`src/rtl/ascon_cmd_ctrl.sv`:
```
// Command sequencer for ascon_core_sca: decodes host instructions, shares host data
// into Boolean shares, and returns unmasked bdo / tag-verify results on a registered stream.
module ascon_cmd_ctrl #(
    parameter int unsigned NUM_SHARES = 2,
    parameter int unsigned CCW        = 32,
    parameter int unsigned CCSW       = 32
) (
    input  logic                         clk,
    input  logic                         rst_n,
    input  logic [31:0]                  cmd_data,
    input  logic                         cmd_valid,
    output logic                         cmd_ready,
    input  logic [(NUM_SHARES-1)*32-1:0] rnd,
    output logic [31:0]                  res_data,
    output logic [3:0]                   res_type,
    output logic                         res_last,
    output logic                         res_valid,
    input  logic                         res_ready,
    output logic                         busy,
    output logic                         err,
    output logic [NUM_SHARES*CCSW-1:0]   key,
    output logic                         key_valid,
    input  logic                         key_ready,
    output logic [NUM_SHARES*CCW-1:0]    bdi,
    output logic                         bdi_valid,
    input  logic                         bdi_ready,
    output logic [3:0]                   bdi_type,
    output logic                         bdi_eot,
    output logic                         bdi_eoi,
    output logic                         decrypt,
    output logic                         hash,
    input  logic [NUM_SHARES*CCW-1:0]    bdo,
    input  logic                         bdo_valid,
    output logic                         bdo_ready,
    input  logic [3:0]                   bdo_type,
    input  logic                         bdo_eot,
    input  logic                         auth,
    input  logic                         auth_valid,
    output logic                         auth_ready
);
    localparam int unsigned BW = NUM_SHARES * CCW;
    localparam int unsigned KW = NUM_SHARES * CCSW;

    localparam logic [3:0] DO_ENC   = 4'd0;
    localparam logic [3:0] DO_DEC   = 4'd1;
    localparam logic [3:0] DO_HASH  = 4'd2;
    localparam logic [3:0] LD_KEY   = 4'd3;
    localparam logic [3:0] LD_NONCE = 4'd4;
    localparam logic [3:0] LD_AD    = 4'd5;
    localparam logic [3:0] LD_PT    = 4'd6;
    localparam logic [3:0] LD_CT    = 4'd7;
    localparam logic [3:0] LD_TAG   = 4'd8;

    localparam logic [3:0] D_NULL   = 4'd0;
    localparam logic [3:0] D_NONCE  = 4'd1;
    localparam logic [3:0] D_AD     = 4'd2;
    localparam logic [3:0] D_PTCT   = 4'd3;
    localparam logic [3:0] D_TAG    = 4'd4;
    localparam logic [3:0] T_VERIFY = 4'hF;

    typedef enum logic [1:0] {IDLE, LOAD, AUTH} state_t;

    state_t      state_q, state_d;
    logic [3:0]  ld_op_q, ld_type_q, ld_type_c;
    logic        ld_eoi_q;
    logic [23:0] cnt_q, wc_c;
    logic        auth_pend_q, auth_bit_q;

    logic [3:0]    op_c;
    logic [23:0]   len_c;
    logic [2:0]    unused_flags_c;
    logic          illegal_c, hold_v_c, out_fire_c, cmd_fire_c;
    logic          bdo_fire_c, auth_fire_c, res_free_c;
    logic [BW-1:0] shared_c;
    logic [CCW-1:0] share0_c, bdo_plain_c;

    assign op_c           = cmd_data[31:28];
    assign len_c          = cmd_data[23:0];
    assign unused_flags_c = cmd_data[27:25];
    assign wc_c           = 24'(({1'b0, len_c} + 25'd3) >> 2);
    assign illegal_c      = (op_c > LD_TAG) || (op_c == LD_KEY && len_c != 24'd16);

    assign hold_v_c    = key_valid || bdi_valid;
    assign out_fire_c  = (key_valid && key_ready) || (bdi_valid && bdi_ready);
    assign res_free_c  = !res_valid || res_ready;
    assign cmd_ready   = rst_n && (state_q == IDLE ||
                         (state_q == LOAD && cnt_q != '0 && (!hold_v_c || out_fire_c)));
    assign auth_ready  = rst_n && state_q == AUTH && !auth_pend_q;
    assign bdo_ready   = rst_n && res_free_c && !auth_pend_q;
    assign cmd_fire_c  = cmd_valid && cmd_ready;
    assign bdo_fire_c  = bdo_valid && bdo_ready;
    assign auth_fire_c = auth_valid && auth_ready;
    assign busy        = state_q != IDLE || hold_v_c || res_valid || auth_pend_q;

    // Boolean sharing of the host word; share 0 absorbs every random slice.
    always_comb begin
        shared_c = '0;
        share0_c = cmd_data;
        for (int unsigned i = 1; i < NUM_SHARES; i++) begin
            share0_c                ^= rnd[(i-1)*32 +: 32];
            shared_c[i*CCW +: CCW]   = rnd[(i-1)*32 +: 32];
        end
        shared_c[CCW-1:0] = share0_c;
    end

    always_comb begin
        bdo_plain_c = '0;
        for (int unsigned i = 0; i < NUM_SHARES; i++) begin
            bdo_plain_c ^= bdo[i*CCW +: CCW];
        end
    end

    always_comb begin
        ld_type_c = D_NULL;
        case (op_c)
            LD_NONCE:     ld_type_c = D_NONCE;
            LD_AD:        ld_type_c = D_AD;
            LD_PT, LD_CT: ld_type_c = D_PTCT;
            LD_TAG:       ld_type_c = D_TAG;
            default:      ld_type_c = D_NULL;
        endcase
    end

    always_ff @(posedge clk or negedge rst_n) begin
        if (!rst_n) state_q <= IDLE;
        else        state_q <= state_d;
    end

    always_comb begin
        state_d = state_q;
        case (state_q)
            IDLE:    if (cmd_fire_c && !illegal_c && op_c >= LD_KEY) state_d = LOAD;
            LOAD:    if (out_fire_c && cnt_q == '0) state_d = (ld_op_q == LD_TAG) ? AUTH : IDLE;
            AUTH:    if (auth_fire_c) state_d = IDLE;
            default: state_d = IDLE;
        endcase
    end

    // Instruction decode, mode flags and the one-entry key/bdi hold register.
    always_ff @(posedge clk or negedge rst_n) begin
        if (!rst_n) begin
            decrypt   <= 1'b0;
            hash      <= 1'b0;
            err       <= 1'b0;
            ld_op_q   <= '0;
            ld_type_q <= D_NULL;
            ld_eoi_q  <= 1'b0;
            cnt_q     <= '0;
            key       <= '0;
            key_valid <= 1'b0;
            bdi       <= '0;
            bdi_valid <= 1'b0;
            bdi_type  <= D_NULL;
            bdi_eot   <= 1'b0;
            bdi_eoi   <= 1'b0;
        end else begin
            if (out_fire_c) begin
                key_valid <= 1'b0;
                bdi_valid <= 1'b0;
            end
            if (cmd_fire_c && state_q == IDLE) begin
                if (illegal_c) begin
                    err <= 1'b1;
                end else begin
                    case (op_c)
                        DO_ENC:  begin decrypt <= 1'b0; hash <= 1'b0; end
                        DO_DEC:  begin decrypt <= 1'b1; hash <= 1'b0; end
                        DO_HASH: begin decrypt <= 1'b0; hash <= 1'b1; end
                        default: begin
                            ld_op_q   <= op_c;
                            ld_type_q <= ld_type_c;
                            ld_eoi_q  <= cmd_data[24];
                            cnt_q     <= wc_c;
                            // Empty segment: emit a lone null beat without consuming data words.
                            if (wc_c == '0) begin
                                bdi_valid <= 1'b1;
                                bdi       <= '0;
                                bdi_type  <= D_NULL;
                                bdi_eot   <= 1'b1;
                                bdi_eoi   <= cmd_data[24];
                            end
                        end
                    endcase
                end
            end
            if (cmd_fire_c && state_q == LOAD) begin
                cnt_q <= cnt_q - 24'd1;
                if (ld_op_q == LD_KEY) begin
                    key_valid <= 1'b1;
                    key       <= KW'(shared_c);
                end else begin
                    bdi_valid <= 1'b1;
                    bdi       <= shared_c;
                    bdi_type  <= ld_type_q;
                    bdi_eot   <= cnt_q == 24'd1;
                    bdi_eoi   <= cnt_q == 24'd1 && ld_eoi_q;
                end
            end
        end
    end

    // Result register; a verify result that meets a full register waits in auth_pend.
    always_ff @(posedge clk or negedge rst_n) begin
        if (!rst_n) begin
            res_valid   <= 1'b0;
            res_data    <= '0;
            res_type    <= '0;
            res_last    <= 1'b0;
            auth_pend_q <= 1'b0;
            auth_bit_q  <= 1'b0;
        end else begin
            if (auth_fire_c) auth_bit_q <= auth;
            if (bdo_fire_c) begin
                res_valid <= 1'b1;
                res_data  <= bdo_plain_c;
                res_type  <= bdo_type;
                res_last  <= bdo_eot;
                if (auth_fire_c) auth_pend_q <= 1'b1;
            end else if (auth_pend_q && res_free_c) begin
                res_valid   <= 1'b1;
                res_data    <= {31'b0, auth_bit_q};
                res_type    <= T_VERIFY;
                res_last    <= 1'b1;
                auth_pend_q <= 1'b0;
            end else if (auth_fire_c && res_free_c) begin
                res_valid <= 1'b1;
                res_data  <= {31'b0, auth};
                res_type  <= T_VERIFY;
                res_last  <= 1'b1;
            end else begin
                if (auth_fire_c) auth_pend_q <= 1'b1;
                if (res_ready)   res_valid   <= 1'b0;
            end
        end
    end
endmodule

```
`config.mk`:
```
export PLATFORM = sky130hd
export DESIGN_NAME = ascon_cmd_ctrl
export DESIGN_NICKNAME = d
export VERILOG_FILES = /design/src/rtl/ascon_cmd_ctrl.sv
export SDC_FILE = /design/constraint.sdc
export NUM_CORES = 1
export LEC_CHECK = 0
export ABC_AREA = 0
export CAP_MARGIN = 10
export CORE_ASPECT_RATIO = 2
export CORE_UTILIZATION = 25
export CTS_BUF_LIST = sky130_fd_sc_hd__clkbuf_2
export DETAILED_ROUTE_END_ITERATION = 8
export GPL_ROUTABILITY_DRIVEN = 0
export PLACE_DENSITY = 0.51
export SYNTH_ARGS = -nofsm -noshare
export SYNTH_HDL_FRONTEND = slang
export SYNTH_SLANG_ARGS = --single-unit
```
`constraint.sdc`:
```
create_clock -name clk -period 2.53 [get_ports clk]
set_input_delay 0.253 -clock clk [delete_from_list [all_inputs] [get_ports clk]]
set_output_delay 0.253 -clock clk [all_outputs]
set_load 0.05 [all_outputs]
```
==> results.yml, run 1 <==
status:
  outcome: "finished, violations left"
  violations: "setup timing"
final_layout:
  area_growth_pct: 61.4
  multiInputGateArea_mm2: 0.00432
  fin_cells: 1944
  regArea_mm2: 0.00533
  drive_gt1_share_pct: 20.3
  final_net_count: 1542
  final_cell_mix: "clkdlybuf4s50_1 (311), dfrtp_1 (213), buf_4 (106)"
  n_fill_cell: 3861
  final_common_cell: "clkdlybuf4s50_1"
route:
  wire_per_inst_um: 19.3
  antenna_left: 0
  drtIter0Drc: 274
  vias: 9002
  via_per_inst: 4.63
  drt_pre_antenna_iters: 4
  wl_um: 37500
  drc: 0
cts:
  cts_max_level: 2
  cts-root-buf: "clkbuf_2"
  clock_path_buffers: 3
  clock_sinks: 213
  cts_tree: "yes"
  cts_buffers: 51
  path_clk_slew_ns: 0.11
  clock_latency_ns: 0.92
worst_setup_path:
  worst-setup-path-type: "flop to primary output"
  crit_buf_inv: 3
  crit_slowest_cell: "dfrtp_1"
  crit_path_start_kind: "flop"
  slowest_delay_ns: 0.39
  crit_family: "simple AND/OR/NAND/NOR gates"
  critPathMaxFanout: 7
  r2r_slack_ns: 0.06
  worstReg2RegStart: "cnt_q[14]$_DFFE_PN0P_"
  endpoint_kind: "primary output"
  r2r_cells: 9
  required_ns: 2.28
  reg2reg_to: "key[39]$_DFFE_PN0P_"
  cp.arrival_ns: 2.55
  critical_path.cell_chain: "inv_1 > ha_4 > nor3b_4 > buf_6 > nand4_1 > nor2_4 > nand2_2 > nand2_2 > a21oi_2 > buf_6"
job:
  maxCapViolations: 0
global_routing:
  grt_first_pass_wirelength_um: 55700
  first_global_vias: 9416
  grt_usage_pct: 18.5
  grt_max_degree: 61
  antenna_found_initial: 2
  grt_overflow: 0
sta:
  finalCritPeriodShare_pct: 111
  clock.fmax_mhz: 356
  min_period_ns: 2.81
  finalSetupViolCount: 1
  rsz0062_at_grt: "true"
  maxSlewViolCount: 0
  clock_skew_ns: 0.131
  worst_slew_pin_slew_ns: 0.819
  final-hold-violation-count: 0
  worst_slack_ns: -0.277
  tns_ns: -0.277
  relSlewSlack_pct: 45.4
place:
  hpwl_um: 27400
  dp.cells: 1765
  io_buffers: 322
hold_path:
  holdPathStages: 2
  worstHoldStart: "rnd[3]"
  hold_class: "primary input to flop"
  min_to: "bdi[35]$_DFF_PN0_"
yosys:
  async_reset_ff_share_pct: 100
  ys_types: 67
  synth_top_flop_cell: "dfrtp_1"
  syn-cell-area_mm2: 0.00984
  yosysWarningCount: 0
  synth_edf_count: 0
  ys_seq_area_share_pct: 54.2
  syn_inst: 872
  synth-seq-cells: 213
  syn-num-nets: 1016
  synth_area_per_cell_um2: 11.3
floorplan:
  core-area_mm2: 0.0388
  dieWidth_um: 142
  initial_core_util_pct: 25.4
  dieHeight_um: 283
  rows: 102
  pin_count: 323
  dieArea_mm2: 0.0402
pwr:
  power.density_mw_per_mm2: 1030
  leakage_nw: 6.97
  peakVddDrop_mv: 0.629
-- synth_stat cells, drive strengths merged (3+ instances only) --
cell | instances | area share [%]
dfrtp | 213 | 54
nand2 | 94 | 3.6
mux2 | 68 | 7.8
a22o | 67 | 6.0
o21ai | 56 | 2.8
nor2 | 44 | 1.8
xor2 | 44 | 3.9
xnor2 | 40 | 3.6
buf | 26 | 1.9
a21oi | 25 | 1.3
clkbuf | 25 | 1.0
nor3 | 21 | 1.1
nand3 | 19 | 1.0
nand4 | 13 | 0.89
nor4 | 13 | 1.2
nand2b | 12 | 0.76
inv | 10 | 0.38
o211ai | 7 | 0.53
a311oi | 5 | 0.44
o22a | 5 | 0.44
and2 | 4 | 0.25
and3 | 4 | 0.25
nand4b | 4 | 0.36
o31a | 4 | 0.36
a32o | 3 | 0.31
o2111ai | 3 | 0.27
o21a | 3 | 0.23
or3 | 3 | 0.19
-- registers in the layout, indices dropped and copies added, names as in the netlist, 2 cells and up --
name,flops
ld_type_q,3
cnt_q,24
bdi,64
bdi_type,4
key,64
res_data,32
state_q,2
ld_op_q,4
res_type,4
-- per-layer routing --
layer  vias up  wire (µm)  global-route usage, %
li1       4199          -                      -
met1      4450      12600                   17.7
met2       282      21800                   37.1
met3        71       1850                   3.74
met4         0       1220                   7.75
met5         -          0                      0
-- layout make-up --
| cell class | count | area share, % |
|---|---|---|
| Antenna cell | 2 | 0.0315 |
| Clock buffer | 69 | 2.17 |
| Clock inverter | 8 | 0.575 |
| Inverter | 10 | 0.236 |
| Multi-Input combinational cell | 598 | 27.2 |
| Sequential cell | 213 | 33.6 |
| Tap cell | 520 | 4.10 |
| Timing Repair Buffer | 524 | 32.2 |
-- metrics by stage --
| stage | power (mW) | worst slack, ns | cell area, µm² | utilization (%) | hold slack, ns |
|---|---|---|---|---|---|
| 6_report | 16.4 | -0.277 | 15900 | 40.9 | 0.104 |
| 2_1_floorplan | 10.5 | 0.0745 | 9850 | - | -0.0426 |
| 3_3_place_gp | 13.9 | -0.434 | 14300 | 36.8 | 0.0660 |
| 4_1_cts | 16.5 | -0.386 | 15600 | 40.2 | 0.000383 |
| 5_1_grt | 17.2 | -0.438 | 15900 | 40.9 | 0.0305 |
| 3_5_place_dp | 13.9 | -0.417 | 14300 | 36.8 | 0.0668 |
-- what timing repair did --
| action | CTS | global route |
|---|---|---|
| hold buffers | 83 | 1 |
| pin swaps | 6 | 7 |
| setup endpoints to repair | 9 | 7 |
| gates resized for setup | 21 | 24 |
| gates cloned | 0 | 3 |
| endpoints found under the hold margin | 192 | 1 |
| setup buffers | 4 | 9 |
-- power by group --
group,internal (mW),switching (mW),leakage (nW)
combinational,3.20,5.52,3.94
sequential,4.59,0.771,2.70
clock,0.931,1.43,0.331
-- cell families (layout without fill, tap and decap cells) --
kind of cell	Yosys count	in the layout	share of synthesized area, %
muxes	70	70	7.98
DFF	213	213	54.2
AOI/OAI and AO/OA	198	198	14.5
adders and majority gates	2	2	0.254
xor gates and xnor gates	84	84	7.48
other	0	2	0
buffers and inverters	61	611	3.25
and+or+nand+nor	244	244	12.4
-- worst max-delay path by stage --
stage	startpoint	slack [ns]	cells past startpoint	to
final	cnt_q[1]$_DFFE_PN0P_	-0.28	10	cmd_ready
after global routing	cnt_q[1]$_DFFE_PN0P_	-0.44	10	cmd_ready
after CTS	cnt_q[14]$_DFFE_PN0P_	-0.39	8	cmd_ready
after detailed placement	cmd_data[11]	-0.42	11	bdi[30]$_DFF_PN0_
after global placement	cmd_data[11]	-0.43	11	bdi[31]$_DFF_PN0_
after floorplan	cnt_q[0]$_DFFE_PN0P_	0.07	10	key[15]$_DFFE_PN0P_
Note: power is estimated with default switching activity, not from simulation.
==> run 2: changes to the inputs <==
--- a/config.mk
+++ b/config.mk
@@ -12,7 +12,7 @@
 export CTS_BUF_LIST = sky130_fd_sc_hd__clkbuf_2
 export DETAILED_ROUTE_END_ITERATION = 8
 export GPL_ROUTABILITY_DRIVEN = 0
-export PLACE_DENSITY = 0.51
+export PLACE_DENSITY = 0.52
 export SYNTH_ARGS = -nofsm -noshare
 export SYNTH_HDL_FRONTEND = slang
 export SYNTH_SLANG_ARGS = --single-unit
==> run 2 against run 1 <==
The run still ends with setup timing left. Die area unchanged. Global-route usage fell by 0.25 points. Sequential power about the same. Sequential cell count unchanged. Clock-buffer cell count decreased by 6. Fmax up 1.3%. Wire length decreased by 2.5%. Core utilization down 0.15 points. Via count hardly changed.
==> results.yml, run 2 (synthesis gave the netlist of run 1 again) <==
cts:
  clock_latency_ns: 0.90
  clock_sinks: 213
  clock_path_buffers: 3
  cts-root-buf: "clkbuf_2"
  cts_max_level: 2
  cts_buffers: 51
  cts_tree: "yes"
  path_clk_slew_ns: 0.12
route:
  antenna_left: 0
  via_per_inst: 4.62
  wl_um: 36500
  wl_met3_um: 2060
  wl_met2_um: 20500
  drt_pre_antenna_iters: 6
  highest-signal-layer: "met4"
  wl_met1_um: 12500
  wire_per_inst_um: 18.7
  drtIter0Drc: 307
  drc: 0
  vias: 9007
pwr:
  p_sw_mw: 7.74
  leakage_nw: 6.93
  peakVddDrop_mv: 0.744
  power_frac_clock_pct: 13.8
  power.density_mw_per_mm2: 1030
  p_seq_share_pct: 32.7
  combPwrFrac_pct: 53.5
  finalPower_mw: 16.4
  p_int_mw: 8.64
  switching_share_pct: 47.3
worst_setup_path:
  slowest_delay_ns: 0.42
  cp.arrival_ns: 2.52
  worstReg2RegStart: "cnt_q[1]$_DFFE_PN0P_"
  required_ns: 2.28
  crit_family: "simple AND/OR/NAND/NOR gates"
  crit_slowest_cell: "dfrtp_1"
  endpoint_kind: "primary output"
  crit_buf_inv: 3
  crit_path_start_kind: "flop"
  critPathMaxFanout: 2
  cp-startpoint: "cnt_q[1]$_DFFE_PN0P_"
  worst-setup-path-type: "flop to primary output"
  critical_path.cell_chain: "inv_2 > ha_4 > nor3b_4 > buf_6 > nand4_1 > nor2_2 > nand2_2 > nand2_2 > a21oi_2 > buf_6"
place:
  placed_area_mm2: 0.0143
  io_buffers: 322
  dp.cells: 1769
  hpwl_um: 26500
sta:
  min_period_ns: 2.77
  clock_skew_ns: 0.0860
  relSlewSlack_pct: 36.1
  clock.fmax_mhz: 361
  maxSlewViolCount: 0
  rsz0062_at_grt: "true"
  final-hold-violation-count: 0
  finalSetupViolCount: 1
  worst_slack_ns: -0.240
  worst_slew_pin_slew_ns: 0.959
  finalCritPeriodShare_pct: 109
final_layout:
  n_fill_cell: 3893
  multiInputGateArea_mm2: 0.00430
  final_net_count: 1543
  final_common_cell: "clkdlybuf4s50_1"
  regArea_mm2: 0.00533
  fin_cells: 1950
  final_cell_mix: "clkdlybuf4s50_1 (316), dfrtp_1 (212), buf_4 (116)"
  area_growth_pct: 60.9
  final_core_util_pct: 40.8
  final_area_mm2: 0.0158
  drive_gt1_share_pct: 21.0
  reg.largest.list: "bdi: 64 flops, key: 64 flops, res_data: 32 flops"
floorplan:
  rows: 102
  pin_count: 323
  dieHeight_um: 283
  initial_core_util_pct: 25.4
  dieArea_mm2: 0.0402
  core-area_mm2: 0.0388
  dieWidth_um: 142
global_routing:
  grt_max_degree: 111
  grt_first_pass_wirelength_um: 55200
  antenna_found_initial: 1
  grt_usage_pct: 18.2
  grt_overflow: 0
  first_global_vias: 9513
status:
  violations: "setup timing"
  outcome: "finished, violations left"
hold_path:
  worstHoldStart: "rnd[30]"
  hold_class: "primary input to flop"
job:
  maxCapViolations: 0
[run 2: cell count changes in the layout (fill, tap and decap cells not counted), moves of 3 or more]
cell	before	now
clkbuf_2	69	63
buf_4	106	116
dlygate4sd2_1	6	1
clkinv_2	1	4
clkdlybuf4s50_1	311	316
clkinv_1	4	13
dlygate4sd3_1	84	75
mux2_2	58	64
mux2_4	10	4
[run 2: area by class of cell]
cell class              instances  area share (%)
multi-input cells             598            27.2
clock buffers                  63            1.99
well taps                     520            4.11
inverters                      10           0.237
flip-flops and latches        213            33.7
diodes                          1          0.0158
clock inverters                20           0.727
repair buffers                525            32.1
[run 2: worst reg2reg max path, stage by stage, from the launching register on]
cell and delay [ns]:
dfrtp_1 0.42, inv_2 0.09, ha_4 0.14, nor3b_4 0.23, buf_4 0.15, nand3_2 0.13
o31a_1 0.38, nand2_4 0.24, buf_12 0.22, mux2_2 0.37
[run 2: through the flow]
step	TNS [ns]	hold WS [ns]	setup slack [ns]
floorplan	0	-0.0426	0.0745
global placement	-24.91	0.0745	-0.364
detailed placement	-28.87	0.0737	-0.430
CTS	-3.62	0.00220	-0.298
global route	-0.380	0.0409	-0.380
finish	-0.240	0.0899	-0.240
[run 2: path summary, 6_finish.rpt]
check | end | slack [ns] | cells past startpoint
setup / recovery | cmd_ready | -0.24 | 10
hold / removal | bdi[62]$_DFF_PN0_ | 0.09 | 2
setup reg to reg | key[48]$_DFFE_PN0P_ | 0.10 | 9
hold reg to reg | ld_eoi_q$_DFFE_PN0P_ | 0.48 | 2
max in group asynchronous | res_data[9]$_DFFE_PN0P_ | 0.48 | 5
min in group asynchronous | key[55]$_DFFE_PN0P_ | 0.26 | 3
[run 2: layer usage]
layer / vias up / global-route usage (%)
li1: 4225 / -
met1: 4392 / 17.9
met2: 315 / 35.5
met3: 75 / 3.94
met4: 0 / 8.60
met5: - / 0
[run 2: power by group through the flow]
stage | clock [mW] | sequential [mW] | combinational (mW)
floorplan | 0 | 8.95 | 1.59
global placement | 0 | 5.39 | 8.47
detailed placement | 0 | 5.37 | 8.53
CTS | 2.40 | 5.35 | 8.77
global route | 2.53 | 5.52 | 9.15
finish | 2.27 | 5.36 | 8.76
[run 2: timing repair]
action / CTS / global route
pin swaps: 13 / 6
setup buffers: 16 / 8
cloned: 0 / 2
setup endpoints to repair: 3 / 143
gates resized for setup: 25 / 10
hold endpoints to repair: 279 / 0
hold buffers: 75 / 0
==> run 3: changes to the inputs <==
--- a/config.mk
+++ b/config.mk
@@ -12,7 +12,7 @@
 export CTS_BUF_LIST = sky130_fd_sc_hd__clkbuf_2
 export DETAILED_ROUTE_END_ITERATION = 8
 export GPL_ROUTABILITY_DRIVEN = 0
-export PLACE_DENSITY = 0.52
+export PLACE_DENSITY = 0.5
 export SYNTH_ARGS = -nofsm -noshare
 export SYNTH_HDL_FRONTEND = slang
 export SYNTH_SLANG_ARGS = --single-unit
==> constraint.sdc (replaced) <==
create_clock -name clk -period 2.6 [get_ports clk]
set_input_delay 0.26 -clock clk [delete_from_list [all_inputs] [get_ports clk]]
set_output_delay 0.26 -clock clk [all_outputs]
set_load 0.05 [all_outputs]
==> run 3 against run 2 <==
Worst setup slack improved by 0.098 ns. Register-to-register slack improved by 0.06 ns. Sequential power fell by 2%. Via count fell by 0.58%. Clock-buffer cell count rose by 6. Sequential cell count did not move. Global-route usage rose by 0.59 points. Wire length rose by 2.1%. The run still ends with setup timing left.
==> results.yml, run 3 (synthesis gave the netlist of run 1 again) <==
place:
  place_ws_ns: -0.412
  io_buffers: 322
  placed_area_mm2: 0.0143
  hpwl_um: 27700
sta:
  worst_slack_ns: -0.142
  clock.fmax_mhz: 365
  finalCritPeriodShare_pct: 105
  worst_slew_pin_slew_ns: 1.03
  rsz0062_at_grt: "true"
  final-hold-violation-count: 0
  finalSetupViolCount: 1
  maxSlewViolCount: 0
  clock_skew_ns: 0.0800
  fin_hold_ws_ns: 0.110
  tns_ns: -0.142
  relSlewSlack_pct: 30.9
  min_period_ns: 2.74
route:
  wl_um: 37300
  wire_per_inst_um: 19.2
  drtIter0Drc: 299
  vias: 8955
  via_per_inst: 4.62
  drt_pre_antenna_iters: 4
  antenna_left: 0
  drc: 0
final_layout:
  reg.largest.list: "bdi: 64 flops, key: 64 flops, res_data: 32 flops"
  area_growth_pct: 59.3
  final_net_count: 1533
  drive_gt1_share_pct: 20.0
  final_common_cell: "clkdlybuf4s50_1"
  final_area_mm2: 0.0157
  n_fill_cell: 3907
  final_cell_mix: "clkdlybuf4s50_1 (317), dfrtp_1 (210), buf_4 (102)"
  multiInputGateArea_mm2: 0.00427
  regArea_mm2: 0.00533
hold_path:
  hold_class: "primary input to flop"
  min_to: "bdi[44]$_DFF_PN0_"
  worstHoldStart: "rnd[12]"
  holdPathStages: 2
pwr:
  leakage_nw: 6.83
  p_int_mw: 8.28
  peakVddDrop_mv: 0.597
  combPwrFrac_pct: 53.2
  switching_share_pct: 47.6
  power.density_mw_per_mm2: 1010
  p_sw_mw: 7.52
  power_frac_clock_pct: 13.7
  p_seq_share_pct: 33.2
worst_setup_path:
  crit_family: "simple AND/OR/NAND/NOR gates"
  slowest_delay_ns: 0.42
  critical_path.cell_chain: "inv_2 > ha_4 > nor3b_2 > buf_4 > nand4_1 > nor2_2 > nand2_2 > nand2_2 > a21oi_2 > buf_6"
  reg2reg_to: "key[6]$_DFFE_PN0P_"
  worstReg2RegStart: "cnt_q[6]$_DFFE_PN0P_"
  cpMostUsedCell: "nand2_2"
  crit_slowest_cell: "dfrtp_1"
  worst-setup-path-type: "flop to primary output"
  r2r_slack_ns: 0.16
  cp.arrival_ns: 2.48
  critPathMaxFanout: 3
  required_ns: 2.34
  crit_path_start_kind: "flop"
  crit_buf_inv: 3
  endpoint_kind: "primary output"
  r2r_cells: 6
floorplan:
  rows: 102
  initial_core_util_pct: 25.4
  dieHeight_um: 283
  core-area_mm2: 0.0388
  pin_count: 323
  dieWidth_um: 142
  dieArea_mm2: 0.0402
status:
  violations: "setup timing"
  outcome: "finished, violations left"
global_routing:
  antenna_found_initial: 2
  grt_usage_pct: 18.8
  grt_max_degree: 89
  grt_overflow: 0
  grt_first_pass_wirelength_um: 56200
  first_global_vias: 9603
cts:
  path_clk_slew_ns: 0.11
  clock_sinks: 213
  clock_path_buffers: 3
  cts_max_level: 2
  cts_tree: "yes"
  clock_latency_ns: 0.89
  cts_buffers: 52
  cts-root-buf: "clkbuf_2"
job:
  maxCapViolations: 0
run 3: per-stage QoR:
stage	cells	power, mW	utilization [%]
after floorplan	872	10.3	-
after global placement	1761	13.5	36.8
after detailed placement	1761	13.5	36.8
after CTS	1935	16.0	40.3
after global routing	1938	16.6	40.4
final	1938	15.8	40.4
run 3: how the worst max path moves through the flow:
stage,cells after the start,endpoint,from,slack [ns]
4_1_cts,10,cmd_ready,cnt_q[1]$_DFFE_PN0P_,-0.26
3_3_place_gp,11,bdi[10]$_DFF_PN0_,cmd_data[11],-0.37
3_5_place_dp,9,bdi[18]$_DFF_PN0_,cmd_data[4],-0.41
2_1_floorplan,10,key[15]$_DFFE_PN0P_,cnt_q[0]$_DFFE_PN0P_,0.14
6_report,10,cmd_ready,cnt_q[1]$_DFFE_PN0P_,-0.14
5_1_grt,8,cmd_ready,cnt_q[12]$_DFFE_PN0P_,-0.34
run 3: area by class of cell:
cell class                      instances  share of cell area [%]
Clock inverter                         13                   0.375
Timing Repair Buffer                  514                    31.8
Multi-Input combinational cell        598                    27.2
Antenna cell                            1                  0.0160
Tap cell                              520                    4.15
Sequential cell                       213                    34.0
Inverter                               10                   0.239
Clock buffer                           69                    2.20
run 3: power by group through the flow:
| stage | Clock, mW | Combinational, mW | Sequential (mW) |
|---|---|---|---|
| finish | 2.16 | 8.40 | 5.24 |
| CTS | 2.29 | 8.47 | 5.24 |
| global placement | 0 | 8.23 | 5.26 |
| floorplan | 0 | 1.55 | 8.71 |
| detailed placement | 0 | 8.28 | 5.26 |
| global route | 2.43 | 8.78 | 5.39 |
run 3: per-layer routing:
layer  track usage (%)  wire, µm  share of wire [%]
met5                 0        13              0.035
met4              9.48      1650                4.4
met3              4.37      2220                5.9
met2              36.9     20800                 56
met1              17.8     12600                 34
run 3: repair_timing:
item,CTS,global route
pin swaps,7,2
setup buffers,9,2
hold buffers,83,0
resized for setup,17,4
endpoints found under the setup margin,2,15
endpoints found under the hold margin,170,0
